==> src/rtl/serializer.sv <==
// serializer: parallel-to-serial transmitter for the serial link.
//
// A DATA_WIDTH-bit word is accepted through a valid/ready handshake and
// shifted out one bit per enabled cycle, MSB-first (dir=1) or LSB-first
// (dir=0). Every bit is flagged valid and the final bit of each word is
// marked with ser_last. A new word can be taken on the last-bit cycle,
// which gives gapless back-to-back output.
//
// Ports:
//   clk        rising-edge clock
//   rst_n      asynchronous, active-low reset
//   dir        bit order, sampled at word accept (1 = MSB first)
//   par_valid  upstream word available
//   par_ready  word can be accepted this cycle (combinational)
//   par        parallel word, taken when par_valid && par_ready
//   ser_en     downstream bit enable; a bit moves when ser_valid && ser_en
//   ser        serial data bit (0 whenever ser_valid is 0)
//   ser_valid  ser holds a bit of the current word
//   ser_last   current bit is the final bit of the word
//   busy       word in flight
module serializer #(
    parameter int DATA_WIDTH = 5
) (
    input  logic                  clk,
    input  logic                  rst_n,
    input  logic                  dir,
    input  logic                  par_valid,
    output logic                  par_ready,
    input  logic [DATA_WIDTH-1:0] par,
    input  logic                  ser_en,
    output logic                  ser,
    output logic                  ser_valid,
    output logic                  ser_last,
    output logic                  busy
);

    localparam int CW = $clog2(DATA_WIDTH);
    localparam logic [CW-1:0] LAST = CW'(DATA_WIDTH - 1);

    typedef enum logic {
        IDLE,
        SHIFT
    } state_t;

    state_t                state_q, state_d;
    logic [DATA_WIDTH-1:0] sreg_q, sreg_d;
    logic [CW-1:0]         cnt_q, cnt_d;
    logic                  dir_q, dir_d;
    logic                  at_last;
    logic                  accept;

    // Values above LAST cannot arise in normal operation; treating them as
    // the last bit guarantees the word always terminates.
    assign at_last = (cnt_q >= LAST);

    always_ff @(posedge clk or negedge rst_n) begin
        if (!rst_n) begin
            state_q <= IDLE;
            sreg_q  <= '0;
            cnt_q   <= '0;
            dir_q   <= 1'b0;
        end else begin
            state_q <= state_d;
            sreg_q  <= sreg_d;
            cnt_q   <= cnt_d;
            dir_q   <= dir_d;
        end
    end

    always_comb begin
        state_d   = state_q;
        sreg_d    = sreg_q;
        cnt_d     = cnt_q;
        dir_d     = dir_q;
        par_ready = 1'b0;
        accept    = 1'b0;

        case (state_q)
            IDLE: begin
                par_ready = 1'b1;
                accept    = par_valid;
                if (accept) begin
                    sreg_d  = par;
                    dir_d   = dir;
                    cnt_d   = '0;
                    state_d = SHIFT;
                end
            end
            SHIFT: begin
                par_ready = ser_en && at_last;
                accept    = par_valid && par_ready;
                if (ser_en) begin
                    if (!at_last) begin
                        sreg_d = dir_q ? {sreg_q[DATA_WIDTH-2:0], 1'b0}
                                       : {1'b0, sreg_q[DATA_WIDTH-1:1]};
                        cnt_d  = cnt_q + 1'b1;
                    end else if (accept) begin
                        sreg_d = par;
                        dir_d  = dir;
                        cnt_d  = '0;
                    end else begin
                        state_d = IDLE;
                    end
                end
            end
            default: state_d = IDLE;
        endcase
    end

    // Outputs are decoded from flop state only, so they change only on a
    // clock edge or on reset assertion.
    assign ser_valid = (state_q == SHIFT);
    assign busy      = (state_q == SHIFT);
    assign ser       = ser_valid && (dir_q ? sreg_q[DATA_WIDTH-1] : sreg_q[0]);
    assign ser_last  = ser_valid && at_last;

endmodule

==> config.mk <==
export PLATFORM = sky130hd
export DESIGN_NAME = serializer
export DESIGN_NICKNAME = d
export VERILOG_FILES = /design/src/rtl/serializer.sv
export SDC_FILE = /design/constraint.sdc
export NUM_CORES = 1
export LEC_CHECK = 0
export ABC_CLOCK_PERIOD_IN_PS = 1600
export BUFFER_PORTS_ARGS = -buffer_cell sky130_fd_sc_hd__buf_2
export CAP_MARGIN = 20
export CORE_AREA = 2 2 39 41
export CTS_BUF_LIST = sky130_fd_sc_hd__clkbuf_16
export DETAILED_ROUTE_END_ITERATION = 8
export DIE_AREA = 0 0 41 43
export PLACE_DENSITY = 0.67
export REMOVE_ABC_BUFFERS = 1
export SYNTH_ARGS = -nofsm -noshare
export SYNTH_HDL_FRONTEND = slang
export SYNTH_SLANG_ARGS = --single-unit
==> constraint.sdc <==
create_clock -name clk -period 1.6 [get_ports clk]
set_input_delay 0.08 -clock clk [delete_from_list [all_inputs] [get_ports clk]]
set_output_delay 0.08 -clock clk [all_outputs]
set_load 0.01 [all_outputs]
==> summary.txt <==
Status
  • Outcome: finished, final reports clean

Drt
  • Antenna viol nets, final: 0
  • Detailed-route wire length per cell: 13.25 um
  • Overall routed net length: 1073 um
  • Vias per cell: 5.235
  • Number of DRC violations after detailed-routing iteration 0: 8
  • First-pass DRT Iterations: 4
  • Count of vias placed by the detailed router: 424
  • DRC errors left: 0

Timing
  • Worst Tran Pin Value: 283.6 ps
  • Skew final: 2.149 ps
  • Post-route clock period utilization: 86.65%
  • Rel. slew slack: 81.09%
  • RSZ-0062 raised after global routing: false
  • Post-route minimum period: 1386 ps
  • Hold slack final: 73.93 ps
  • Final setup violation count: 0
  • Final hold violations: 0
  • Maximum clock frequency: 721.3 MHz
  • Total negative setup slack: 0 ps
  • Max-slew violations: 0

Floorplanning
  • Horizontal die dimension: 41 um
  • Floorplan Core Area: 1384 um2
  • Standard-cell rows: 14
  • Vertical extent of the die: 43 um
  • Initial core utilization: 41.23%
  • Boundary pin count: 15
  • Area enclosed by the die boundary: 1763 um2

Job
  • Number of maximum-capacitance constraint violations: 0

Min path
  • Class of the tightest hold or removal check: input port to flip-flop

Layout
  • Count of nets after finishing: 79
  • Fraction of final layout cells with drive strength greater than 1: 40.00%
  • Area Overhead vs Synth: 28.51%
  • Antenna Diode Count: 0
  • Fill cell instance count of the final layout: 127

Worst setup path
  • Sort of element at the end of the critical path: flip-flop
  • Max Fanout on Critical Path: 8
  • CP arrival: 1500 ps
  • Setup slack of the most critical reg-to-reg path: 210 ps
  • CP required: 1720 ps
  • CP Class: flip-flop to flip-flop
  • Setup crit start kind: flip-flop

Power
  • Cell Pwr Density: 1963 nW/um2
  • Leakage power total: 0.3811 nW
  • Worst supply voltage drop on vdd: 610.8 uV

Logic synthesis
  • Area share of the largest cell type after synthesis: 43.86%
  • Cell taking the most area after synthesis: sky130_fd_sc_hd__dfrtp_1
  • Average instance area after synthesis: 11.64 um2
  • Sequential fraction of the synthesis area: 43.86%
  • Total standard cell area after synthesis: 570.5 um2
  • Post-synthesis cell type count: 22
  • Post-Synthesis Cells: 49
  • Ranking of synthesized cells by area: sky130_fd_sc_hd__dfrtp_1 44%, sky130_fd_sc_hd__mux2i_1 8.8%, sky130_fd_sc_hd__mux2_2 5.9%, sky130_fd_sc_hd__a221o_1 5.3%, sky130_fd_sc_hd__ha_1 4.4%
  • Yosys warns: 0
  • Flip-flop and latch count after synthesis: 10

GRT
  • Remaining global-route overflow: 0
  • Global-route wire length before repair: 1635 um
  • Initial antenna violation count: 0
  • Pin count of the biggest net entering global routing: 11
  • Overall Global Routing Usage: 14.81%
  • Via count of the first global-routing pass: 403

Clocking
  • Number of buffers created by CTS: 3
  • Number of buffers inserted to repair setup after CTS: 0
  • Deepest level of the CTS H-tree: 1
  • Sink count of the clock tree: 10
  • CTS tree: yes
  • CTS Root Buffer Type: sky130_fd_sc_hd__clkbuf_16
  • Insertion delay to the later sink of the worst-skew pair: 230 ps
  • Worst-path clk slew: 40 ps
  • Clock Tree Buf Depth: 2

Placed design
  • Port-buffer cells: 14
  • Final RePlAce weighted congestion: 0.6683
critical path, cell delays in order, from the launching register on:
cell and delay (ps):
sky130_fd_sc_hd__dfrtp_1 420, sky130_fd_sc_hd__nor2b_4 280, sky130_fd_sc_hd__mux2_4 320, sky130_fd_sc_hd__mux2_2 250
flip-flops by register name (all words and copies together) (netlist names):
| register | cells |
|---|---|
| sreg_q | 5 |
| cnt_q | 3 |
| busy | 1 |
| dir_q | 1 |
area by class of cell:
class	instances	area [um2]	share of cell area, %
clock buffer	3	75.07	10.24
sequential	10	250.2	34.13
multi-input combinational	33	292.8	39.93
inverter	4	15.01	2.048
tap	16	20.02	2.730
timing repair buffer	15	80.08	10.92
power by group:
group          internal (mW)  total [mW]  leakage, nW  switching, mW
Combinational          0.297       0.527        0.219          0.230
Clock                  0.323       0.430       0.0370          0.107
Sequential             0.360       0.483        0.125          0.123
Total                  0.980        1.44        0.381          0.459
stage by stage:
stage | std cells | area [um2] | worst slack (ps) | total power, mW | utilization, %
floorplan | 47 | 558.0 | 154.4 | 0.8659 | -
global placement | 77 | 648.1 | 245.7 | 1.003 | 46.84
detailed placement | 77 | 648.1 | 223.9 | 1.009 | 46.84
CTS | 81 | 733.2 | 207.9 | 1.450 | 52.98
global route | 81 | 733.2 | 164.6 | 1.535 | 52.98
finish | 81 | 733.2 | 213.5 | 1.439 | 52.98
cells by family after synthesis:
kind of cell / share of synthesized area, %
simple gates: 14.69
compound gates: 14.91
flops: 43.86
buf+inv: 4.823
fa+ha+maj: 4.385
mux: 17.32
cells in the final DEF, fill, tap and decap left out:
cell type	instances
sky130_fd_sc_hd__nand2_1	2
sky130_fd_sc_hd__mux2_4	1
sky130_fd_sc_hd__nor2b_1	2
sky130_fd_sc_hd__a221o_1	3
sky130_fd_sc_hd__mux2i_1	5
sky130_fd_sc_hd__a21o_1	1
sky130_fd_sc_hd__and2_1	1
sky130_fd_sc_hd__ha_1	2
sky130_fd_sc_hd__nand2b_1	1
sky130_fd_sc_hd__nor2_1	4
sky130_fd_sc_hd__dfrtp_1	10
sky130_fd_sc_hd__a21boi_2	1
sky130_fd_sc_hd__a32o_1	2
sky130_fd_sc_hd__nor2b_2	1
sky130_fd_sc_hd__mux2_2	3
sky130_fd_sc_hd__inv_1	4
sky130_fd_sc_hd__clkbuf_16	3
sky130_fd_sc_hd__nand3b_1	1
sky130_fd_sc_hd__nor2b_4	1
sky130_fd_sc_hd__dlygate4sd3_1	1
sky130_fd_sc_hd__buf_2	14
sky130_fd_sc_hd__or2_2	1
sky130_fd_sc_hd__o21ai_4	1
synthesized netlist by cell type:
master,number
sky130_fd_sc_hd__a21boi_2,1
sky130_fd_sc_hd__a21o_1,1
sky130_fd_sc_hd__a221o_1,3
sky130_fd_sc_hd__a32o_1,2
sky130_fd_sc_hd__and2_1,1
sky130_fd_sc_hd__buf_2,1
sky130_fd_sc_hd__buf_4,1
sky130_fd_sc_hd__dfrtp_1,10
sky130_fd_sc_hd__ha_1,2
sky130_fd_sc_hd__inv_1,4
sky130_fd_sc_hd__mux2_2,3
sky130_fd_sc_hd__mux2_4,1
sky130_fd_sc_hd__mux2i_1,5
sky130_fd_sc_hd__nand2_1,2
sky130_fd_sc_hd__nand2b_1,1
sky130_fd_sc_hd__nand3b_1,1
sky130_fd_sc_hd__nor2_1,4
sky130_fd_sc_hd__nor2b_1,2
sky130_fd_sc_hd__nor2b_2,1
sky130_fd_sc_hd__nor2b_4,1
sky130_fd_sc_hd__o21ai_4,1
sky130_fd_sc_hd__or2_2,1
worst paths after layout:
check	startpoint	end	cells past startpoint
min in group asynchronous	rst_n	sreg_q[0]	2
setup reg to reg	busy	sreg_q[0]	3
hold reg to reg	sreg_q[0]	sreg_q[0]	1
setup / recovery	busy	sreg_q[0]	3
hold / removal	par[1]	sreg_q[1]	2
max in group asynchronous	rst_n	busy	2
metal layers:
| layer | part of all wire, % | GRT usage [%] |
|---|---|---|
| met5 | 0 | 0 |
| met4 | 3.7 | 12.00 |
| met3 | 2.9 | 4.712 |
| met2 | 47 | 21.56 |
| met1 | 47 | 16.61 |
timing repair:
item                      in CTS  in global routing
hold buffers                   1                  0
resized for setup              0                  0
hold endpoints to repair      10                  0
No activity file was read; power rests on OpenSTA's default activity.
